[src/rtl/uart_rx_fifo_pkg.sv]
// Shared constants and helpers for the UART receive FIFO.
package uart_rx_fifo_pkg;

    localparam int UART_RX_FIFO_ADDR_W = 8;
    localparam int BYTE_W              = 8;
    localparam int DROP_CNT_W          = 8;

    // Saturating increment so a long overrun never wraps back to a small count.
    function automatic logic [DROP_CNT_W-1:0] drop_cnt_inc(input logic [DROP_CNT_W-1:0] cnt);
        return (&cnt) ? cnt : cnt + 1'b1;
    endfunction

endpackage

[src/rtl/uart_rx_fifo_ram.sv]
// Simple dual-port byte RAM, synchronous write and registered read; maps onto SB_RAM40_4K.
module uart_rx_fifo_ram
    import uart_rx_fifo_pkg::*;
#(
    parameter int ADDR_W = UART_RX_FIFO_ADDR_W
) (
    input  logic              clk,
    input  logic              wr_en,
    input  logic [ADDR_W-1:0] wr_addr,
    input  logic [BYTE_W-1:0] wr_data,
    input  logic              rd_en,
    input  logic [ADDR_W-1:0] rd_addr,
    output logic [BYTE_W-1:0] rd_data
);

    logic [BYTE_W-1:0] mem [2**ADDR_W];

    always_ff @(posedge clk) begin
        if (wr_en) begin
            mem[wr_addr] <= wr_data;
        end
        if (rd_en) begin
            rd_data <= mem[rd_addr];
        end
    end

endmodule

[src/rtl/uart_rx_fifo.sv]
// UART receive FIFO: block-RAM ring with a prefetched head register (first-word-fall-through),
// level count and a sticky overflow flag with saturating drop counter.
module uart_rx_fifo
    import uart_rx_fifo_pkg::*;
#(
    parameter int ADDR_W = UART_RX_FIFO_ADDR_W,
    parameter int DEPTH  = 2**ADDR_W
) (
    input  logic                  clk,
    input  logic                  resetn,
    input  logic [BYTE_W-1:0]     wr_data,
    input  logic                  wr_valid,
    output logic [BYTE_W-1:0]     rd_data,
    input  logic                  rd_en,
    output logic                  empty,
    output logic                  full,
    output logic [ADDR_W+1:0]     count,
    output logic                  overflow,
    input  logic                  clr_overflow,
    output logic [DROP_CNT_W-1:0] drop_cnt
);

    logic [ADDR_W-1:0] wr_ptr;
    logic [ADDR_W-1:0] rd_ptr;
    logic [ADDR_W:0]   mem_cnt;
    logic              out_valid;
    logic              out_loaded;
    logic [BYTE_W-1:0] ram_q;
    logic              wr_accept;
    logic              wr_drop;
    logic              prefetch;

    // Status depends only on registers, so wr_valid/rd_en never reach empty/full/count.
    assign full      = (mem_cnt == (ADDR_W+1)'(DEPTH));
    assign empty     = !out_valid;
    assign count     = (ADDR_W+2)'(mem_cnt) + (ADDR_W+2)'(out_valid);
    assign wr_accept = wr_valid && !full;
    assign wr_drop   = wr_valid && full;
    assign prefetch  = (mem_cnt != '0) && (!out_valid || rd_en);

    // The RAM read register is the head register; it only reloads on prefetch, so the byte
    // stays put until popped. It has no reset, hence the mask until the first load.
    assign rd_data = out_loaded ? ram_q : '0;

    uart_rx_fifo_ram #(
        .ADDR_W (ADDR_W)
    ) u_ram (
        .clk     (clk),
        .wr_en   (wr_accept && resetn),
        .wr_addr (wr_ptr),
        .wr_data (wr_data),
        .rd_en   (prefetch && resetn),
        .rd_addr (rd_ptr),
        .rd_data (ram_q)
    );

    always_ff @(posedge clk) begin
        if (!resetn) begin
            wr_ptr     <= '0;
            rd_ptr     <= '0;
            mem_cnt    <= '0;
            out_valid  <= 1'b0;
            out_loaded <= 1'b0;
            overflow   <= 1'b0;
            drop_cnt   <= '0;
        end else begin
            if (wr_accept) begin
                wr_ptr <= wr_ptr + 1'b1;
            end

            if (prefetch) begin
                rd_ptr     <= rd_ptr + 1'b1;
                out_valid  <= 1'b1;
                out_loaded <= 1'b1;
            end else if (rd_en && out_valid) begin
                out_valid <= 1'b0;
            end

            case ({wr_accept, prefetch})
                2'b10:   mem_cnt <= mem_cnt + 1'b1;
                2'b01:   mem_cnt <= mem_cnt - 1'b1;
                default: ;
            endcase

            // A drop in the same cycle as a clear wins: the flag stays set and the count restarts at one.
            if (wr_drop) begin
                overflow <= 1'b1;
                drop_cnt <= drop_cnt_inc(clr_overflow ? '0 : drop_cnt);
            end else if (clr_overflow) begin
                overflow <= 1'b0;
                drop_cnt <= '0;
            end
        end
    end

endmodule

[config.mk]
export PLATFORM = sky130hd
export DESIGN_NAME = uart_rx_fifo
export DESIGN_NICKNAME = d
export VERILOG_FILES = /design/src/rtl/uart_rx_fifo_pkg.sv /design/src/rtl/uart_rx_fifo_ram.sv /design/src/rtl/uart_rx_fifo.sv
export SDC_FILE = /design/constraint.sdc
export NUM_CORES = 2
export LEC_CHECK = 0
export CAP_MARGIN = 20
export CORE_UTILIZATION = 35
export DETAILED_ROUTE_END_ITERATION = 8
export RECOVER_POWER = 50
export SKIP_LAST_GASP = 1
export SLEW_MARGIN = 20
export SYNTH_ARGS = -nofsm -noshare
export SYNTH_HDL_FRONTEND = slang
export SYNTH_SLANG_ARGS = --single-unit
[constraint.sdc]
create_clock -name clk -period 9.45 [get_ports clk]
set_input_delay 1.89 -clock clk [delete_from_list [all_inputs] [get_ports clk]]
set_output_delay 1.89 -clock clk [all_outputs]
set_load 0.02 [all_outputs]
==> Flow_metrics.wiki <==
{| class="wikitable"
! Metric !! Value
|-
| Clock-pin transition on the worst setup and hold timing paths || 0.07 ns
|-
| Share of Yosys cell area claimed by the top area cell type || 75.3%
|-
| Slowest-stage cell, CP || sky130_fd_sc_hd__clkbuf_1
|-
| Proportion of synthesized area in mux cells || 14.9%
|-
| Cells after synthesis || 3997
|-
| Most area-hungry cell type in the Yosys netlist || sky130_fd_sc_hd__edfxtp_1
|-
| Net Count, Synth || 4027
|-
| Post-CTS Hold Buffers || 0
|-
| Fraction of the cycle the final worst path needs || 76.5%
|-
| Die height || 486 um
|-
| Count of cell types in the netlist || 77
|-
| Critical Path RT || 10.05 ns
|-
| Drt pass-1 iters || 6
|-
| CTS max path bufs || 3
|-
| Post-CTS repair timing setup buffer count || 0
|-
| Category of the most critical setup path || flop to flop
|-
| Status || complete, but fails checks
|-
| Placer congestion estimate || 0.881
|-
| Violated checks || max-capacitance violations, max-slew violations
|-
| Wire length of the first global-routing pass || 330 mm
|-
| Async set or reset register ratio after synthesis || 0%
|-
| Met2 routing resource usage after global routing || 30.6%
|-
| Count of antenna-violating nets left after detailed routing || 0
|-
| Placed wire-length estimate || 142 mm
|-
| Simple-gate share of the synthesized area || 3.13%
|-
| Highest net fanout along the worst path || 44
|-
| Number of antenna violations at the first check in global routing || 10
|-
| First DRT Iteration DRCs || 5798
|-
| Top-level I/O count || 42
|-
| Share of synthesized area occupied by flip-flops and latches || 76.2%
|-
| Number of cells on the worst hold path || 2
|-
| Global-route total usage across every layer || 19.8%
|-
| Ratio of cells with drive above 1 in the final layout || 20.6%
|-
| Number of warnings issued by yosys || 0
|-
| Pleak || 27.7 nW
|-
| Port Buffers || 41
|-
| Launching element type of the critical path || flop
|-
| Endpoint class of the critical path || flop
|-
| Vias in the first global route || 41.7k
|-
| Max Transition Viols Final || 1005
|-
| CTS tree || built
|-
| XOR/XNOR share of the synthesized area || 0.321%
|-
| Total core area || 233000 um2
|-
| Insertion delay of the later-clocked pin in the worst-skew pair || 0.87 ns
|-
| Number of buffers added by the clock tree synthesis step || 207
|-
| Synthesized area divided by synthesized cell count || 20.5 um2
|-
| Die outline area || 236000 um2
|-
| Number of placement rows || 177
|-
| Via-to-Cell Ratio || 5.66
|-
| DR WL/cell || 31.7 um
|-
| Starting Density || 35.2%
|-
| Final hold violation count || 0
|-
| EDFF count, synth || 2056
|-
| Peak per-stage delay on the critical path || 2.44 ns
|-
| Combinational family with the most area after synthesis || multiplexers
|-
| Number of DRC violations after detailed routing || 0
|-
| Flop2flop setup slack || 2.22 ns
|-
| Horizontal die dimension || 486 um
|-
| CP Cell Sequence || clkbuf_1, nand2_1, nor2_1, buf_4, a221oi_1, o21ai_0, a211o_1, a21oi_1, nor4_1
|-
| Main flop type after synthesis || sky130_fd_sc_hd__edfxtp_1
|-
| Cell family contributing the most delay on the critical path || buffers and inverters
|-
| Overflow after GRT || 0
|-
| Number of cells on the worst reg-to-reg path || 9
|-
| Total number of nets in the final design || 4137
|-
| Cell types occupying the most area after synthesis || sky130_fd_sc_hd__edfxtp_1, sky130_fd_sc_hd__mux4_2, sky130_fd_sc_hd__mux2i_1
|-
| Layer with the highest usage || met2
|-
| Total of max-cap violations || 17
|-
| Worst Hold Class || flop to flop
|-
| Vias || 42.0k
|-
| Register bit total from synthesis || 2092
|-
| Fraction of met3 tracks used by global routing || 4.77%
|-
| Period minus WS final || 7.23 ns
|-
| Setup_tns || 0 ns
|-
| Compound-gate portion of the synthesized area || 3.30%
|-
| Largest net degree at the start of global routing || 150
|-
| Total Routed Length || 236 mm
|-
| Area overhead of the layout relative to synthesis || 12.8%
|-
| Fill cell count || 20.5k
|-
| RSZ-0062 raised after global routing || no
|-
| Achievable Freq || 138 MHz
|-
| Buf/Inv on CP || 2
|-
| Level count of the clock H-tree || 4
|-
| Setup violations, final || 0
|-
| Final Total Pwr || 0.0223 W
|-
| # resized after CTS || 0
|-
| Total stage count of the critical path || 9
|-
| Cell area after technology mapping || 82000 um2
|-
| Actual transition at the worst max-transition pin || 5.92 ns
|-
| Slew margin rel. || -294%
|-
| Number of clock sinks || 2092
|-
| Worst IR Drop VDD || 198 uV
|-
| Pwr per Cell Area || 241 nW/um2
|-
| Data arrival time at the worst-slack endpoint || 7.83 ns
|-
| Root Driver || sky130_fd_sc_hd__clkbuf_16
|-
| Setup Skew || 0.0375 ns
|-
| Post-synthesis share of cell area spent on full adders, half adders and majority gates || 0.269%
|-
| Global-route track usage on met1 || 27.3%
|}
[cell type report]
type / instances / area (um2) / share of cell area, %
diodes: 5 / 12.5 / 0.0135
clock buffers: 252 / 5480 / 5.92
clock inverters: 136 / 1320 / 1.43
inverters: 13 / 50.0 / 0.0541
multi-input cells: 1657 / 18000 / 19.5
flip-flops and latches: 2092 / 62500 / 67.6
well taps: 3132 / 3920 / 4.24
repair buffers: 136 / 1170 / 1.27
[tightest hold or removal path: stages, from the launching register on]
cell and delay (ns):
sky130_fd_sc_hd__dfxtp_1 0.30, sky130_fd_sc_hd__nand2b_1 0.06, sky130_fd_sc_hd__a21oi_1 0.06
[synth_stat cells, types with 5 or more instances]
| cell type | number |
|---|---|
| sky130_fd_sc_hd__buf_8 | 8 |
| sky130_fd_sc_hd__buf_12 | 7 |
| sky130_fd_sc_hd__nor2_1 | 325 |
| sky130_fd_sc_hd__inv_1 | 11 |
| sky130_fd_sc_hd__a2111oi_0 | 9 |
| sky130_fd_sc_hd__o21ai_1 | 5 |
| sky130_fd_sc_hd__a31oi_1 | 8 |
| sky130_fd_sc_hd__mux4_2 | 459 |
| sky130_fd_sc_hd__nor2b_1 | 26 |
| sky130_fd_sc_hd__o22ai_1 | 30 |
| sky130_fd_sc_hd__nand4_1 | 14 |
| sky130_fd_sc_hd__a221oi_1 | 39 |
| sky130_fd_sc_hd__buf_2 | 67 |
| sky130_fd_sc_hd__o221ai_1 | 15 |
| sky130_fd_sc_hd__nand3_1 | 41 |
| sky130_fd_sc_hd__o21ai_0 | 27 |
| sky130_fd_sc_hd__clkbuf_1 | 91 |
| sky130_fd_sc_hd__nand2_1 | 97 |
| sky130_fd_sc_hd__buf_1 | 6 |
| sky130_fd_sc_hd__dfxtp_1 | 36 |
| sky130_fd_sc_hd__and3_1 | 7 |
| sky130_fd_sc_hd__o211ai_1 | 17 |
| sky130_fd_sc_hd__a211oi_1 | 30 |
| sky130_fd_sc_hd__buf_4 | 26 |
| sky130_fd_sc_hd__mux2_2 | 12 |
| sky130_fd_sc_hd__buf_6 | 30 |
| sky130_fd_sc_hd__a32oi_1 | 6 |
| sky130_fd_sc_hd__nand2b_1 | 8 |
| sky130_fd_sc_hd__a22oi_1 | 55 |
| sky130_fd_sc_hd__a22o_1 | 11 |
| sky130_fd_sc_hd__nor4_1 | 8 |
| sky130_fd_sc_hd__mux2i_1 | 170 |
| sky130_fd_sc_hd__xnor2_1 | 20 |
| sky130_fd_sc_hd__edfxtp_1 | 2056 |
| sky130_fd_sc_hd__ha_1 | 16 |
| sky130_fd_sc_hd__and2_1 | 17 |
| sky130_fd_sc_hd__a21oi_1 | 79 |
| sky130_fd_sc_hd__xor2_1 | 10 |
| sky130_fd_sc_hd__nor3_1 | 26 |
[power breakdown]
group | internal [W] | total (W) | switching [W]
Combinational | 0.00157 | 0.00370 | 0.00212
Clock | 0.00473 | 0.00829 | 0.00356
Sequential | 0.0103 | 0.0103 | 0.0000706
Total | 0.0166 | 0.0223 | 0.00575
[per-stage QoR]
| stage | area [um2] | std cells | worst slack (ns) | hold WS, ns | util, % |
|---|---|---|---|---|---|
| 6_report | 92500 | 7423 | 2.22 | 0.472 | 39.7 |
| 5_1_grt | 92500 | 7420 | 2.10 | 0.486 | 39.7 |
| 4_1_cts | 92600 | 7418 | 4.35 | 0.480 | 39.8 |
| 3_5_place_dp | 85800 | 7030 | 3.45 | 0.469 | 36.9 |
| 3_3_place_gp | 85800 | 7030 | 3.47 | 0.463 | 36.9 |
| 2_1_floorplan | 82000 | 3997 | 4.89 | 0.512 | - |
[state kept, by name, indices dropped and copies added, names as in the netlist]
signal,count
u_ram.mem,2048
drop_cnt,8
mem_cnt,9
out_valid,1
wr_ptr,8
u_ram.rd_data,8
rd_ptr,8
overflow,1
out_loaded,1
[kinds of logic after synthesis]
kind of cell | count (synthesis)
adders and majority gates | 17
xor gates and xnor gates | 30
and+or+nand+nor | 589
muxes | 642
AOI/OAI and AO/OA | 379
DFF | 2092
buffers and inverters | 248
[final timing paths]
check                           startpoint               end
worst max-delay path             rd_ptr[2]  u_ram.rd_data[3]
worst min-delay path              overflow          overflow
worst max register to register   rd_ptr[2]  u_ram.rd_data[3]
worst min register to register    overflow          overflow
[placed cells by master, fill, tap and decap left out, types with 10 or more instances in the layout]
master | netlist | layout
sky130_fd_sc_hd__buf_4 | 26 | 73
sky130_fd_sc_hd__a221oi_1 | 39 | 39
sky130_fd_sc_hd__clkinv_1 | 1 | 53
sky130_fd_sc_hd__clkinv_2 | 0 | 41
sky130_fd_sc_hd__nor3_1 | 26 | 24
sky130_fd_sc_hd__bufinv_16 | 0 | 22
sky130_fd_sc_hd__inv_1 | 11 | 10
sky130_fd_sc_hd__a22oi_1 | 55 | 55
sky130_fd_sc_hd__o221ai_1 | 15 | 15
sky130_fd_sc_hd__o211ai_1 | 17 | 17
sky130_fd_sc_hd__dfxtp_1 | 36 | 30
sky130_fd_sc_hd__xnor2_1 | 20 | 20
sky130_fd_sc_hd__buf_12 | 7 | 11
sky130_fd_sc_hd__a22o_1 | 11 | 11
sky130_fd_sc_hd__mux2i_1 | 170 | 170
sky130_fd_sc_hd__nor2b_1 | 26 | 21
sky130_fd_sc_hd__o21ai_0 | 27 | 27
sky130_fd_sc_hd__a211oi_1 | 30 | 30
sky130_fd_sc_hd__xor2_1 | 10 | 10
sky130_fd_sc_hd__and2_1 | 17 | 14
sky130_fd_sc_hd__clkdlybuf4s50_1 | 0 | 28
sky130_fd_sc_hd__ha_1 | 16 | 16
sky130_fd_sc_hd__mux4_2 | 459 | 459
sky130_fd_sc_hd__clkbuf_1 | 91 | 57
sky130_fd_sc_hd__clkbuf_16 | 0 | 212
sky130_fd_sc_hd__nand4_1 | 14 | 14
sky130_fd_sc_hd__o22ai_1 | 30 | 30
sky130_fd_sc_hd__nand2_1 | 97 | 97
sky130_fd_sc_hd__mux2_2 | 12 | 12
sky130_fd_sc_hd__nor2_1 | 325 | 323
sky130_fd_sc_hd__a21oi_1 | 79 | 79
sky130_fd_sc_hd__edfxtp_1 | 2056 | 2056
sky130_fd_sc_hd__nand3_1 | 41 | 37
[metal layers]
| metal | up-vias | share of wire (%) |
|---|---|---|
| met5 | - | 0.0089 |
| met4 | 4 | 3.6 |
| met3 | 416 | 9.6 |
| met2 | 2369 | 46 |
| met1 | 22400 | 41 |
| li1 | 16800 | - |
Power figures use the tool's default switching activity.
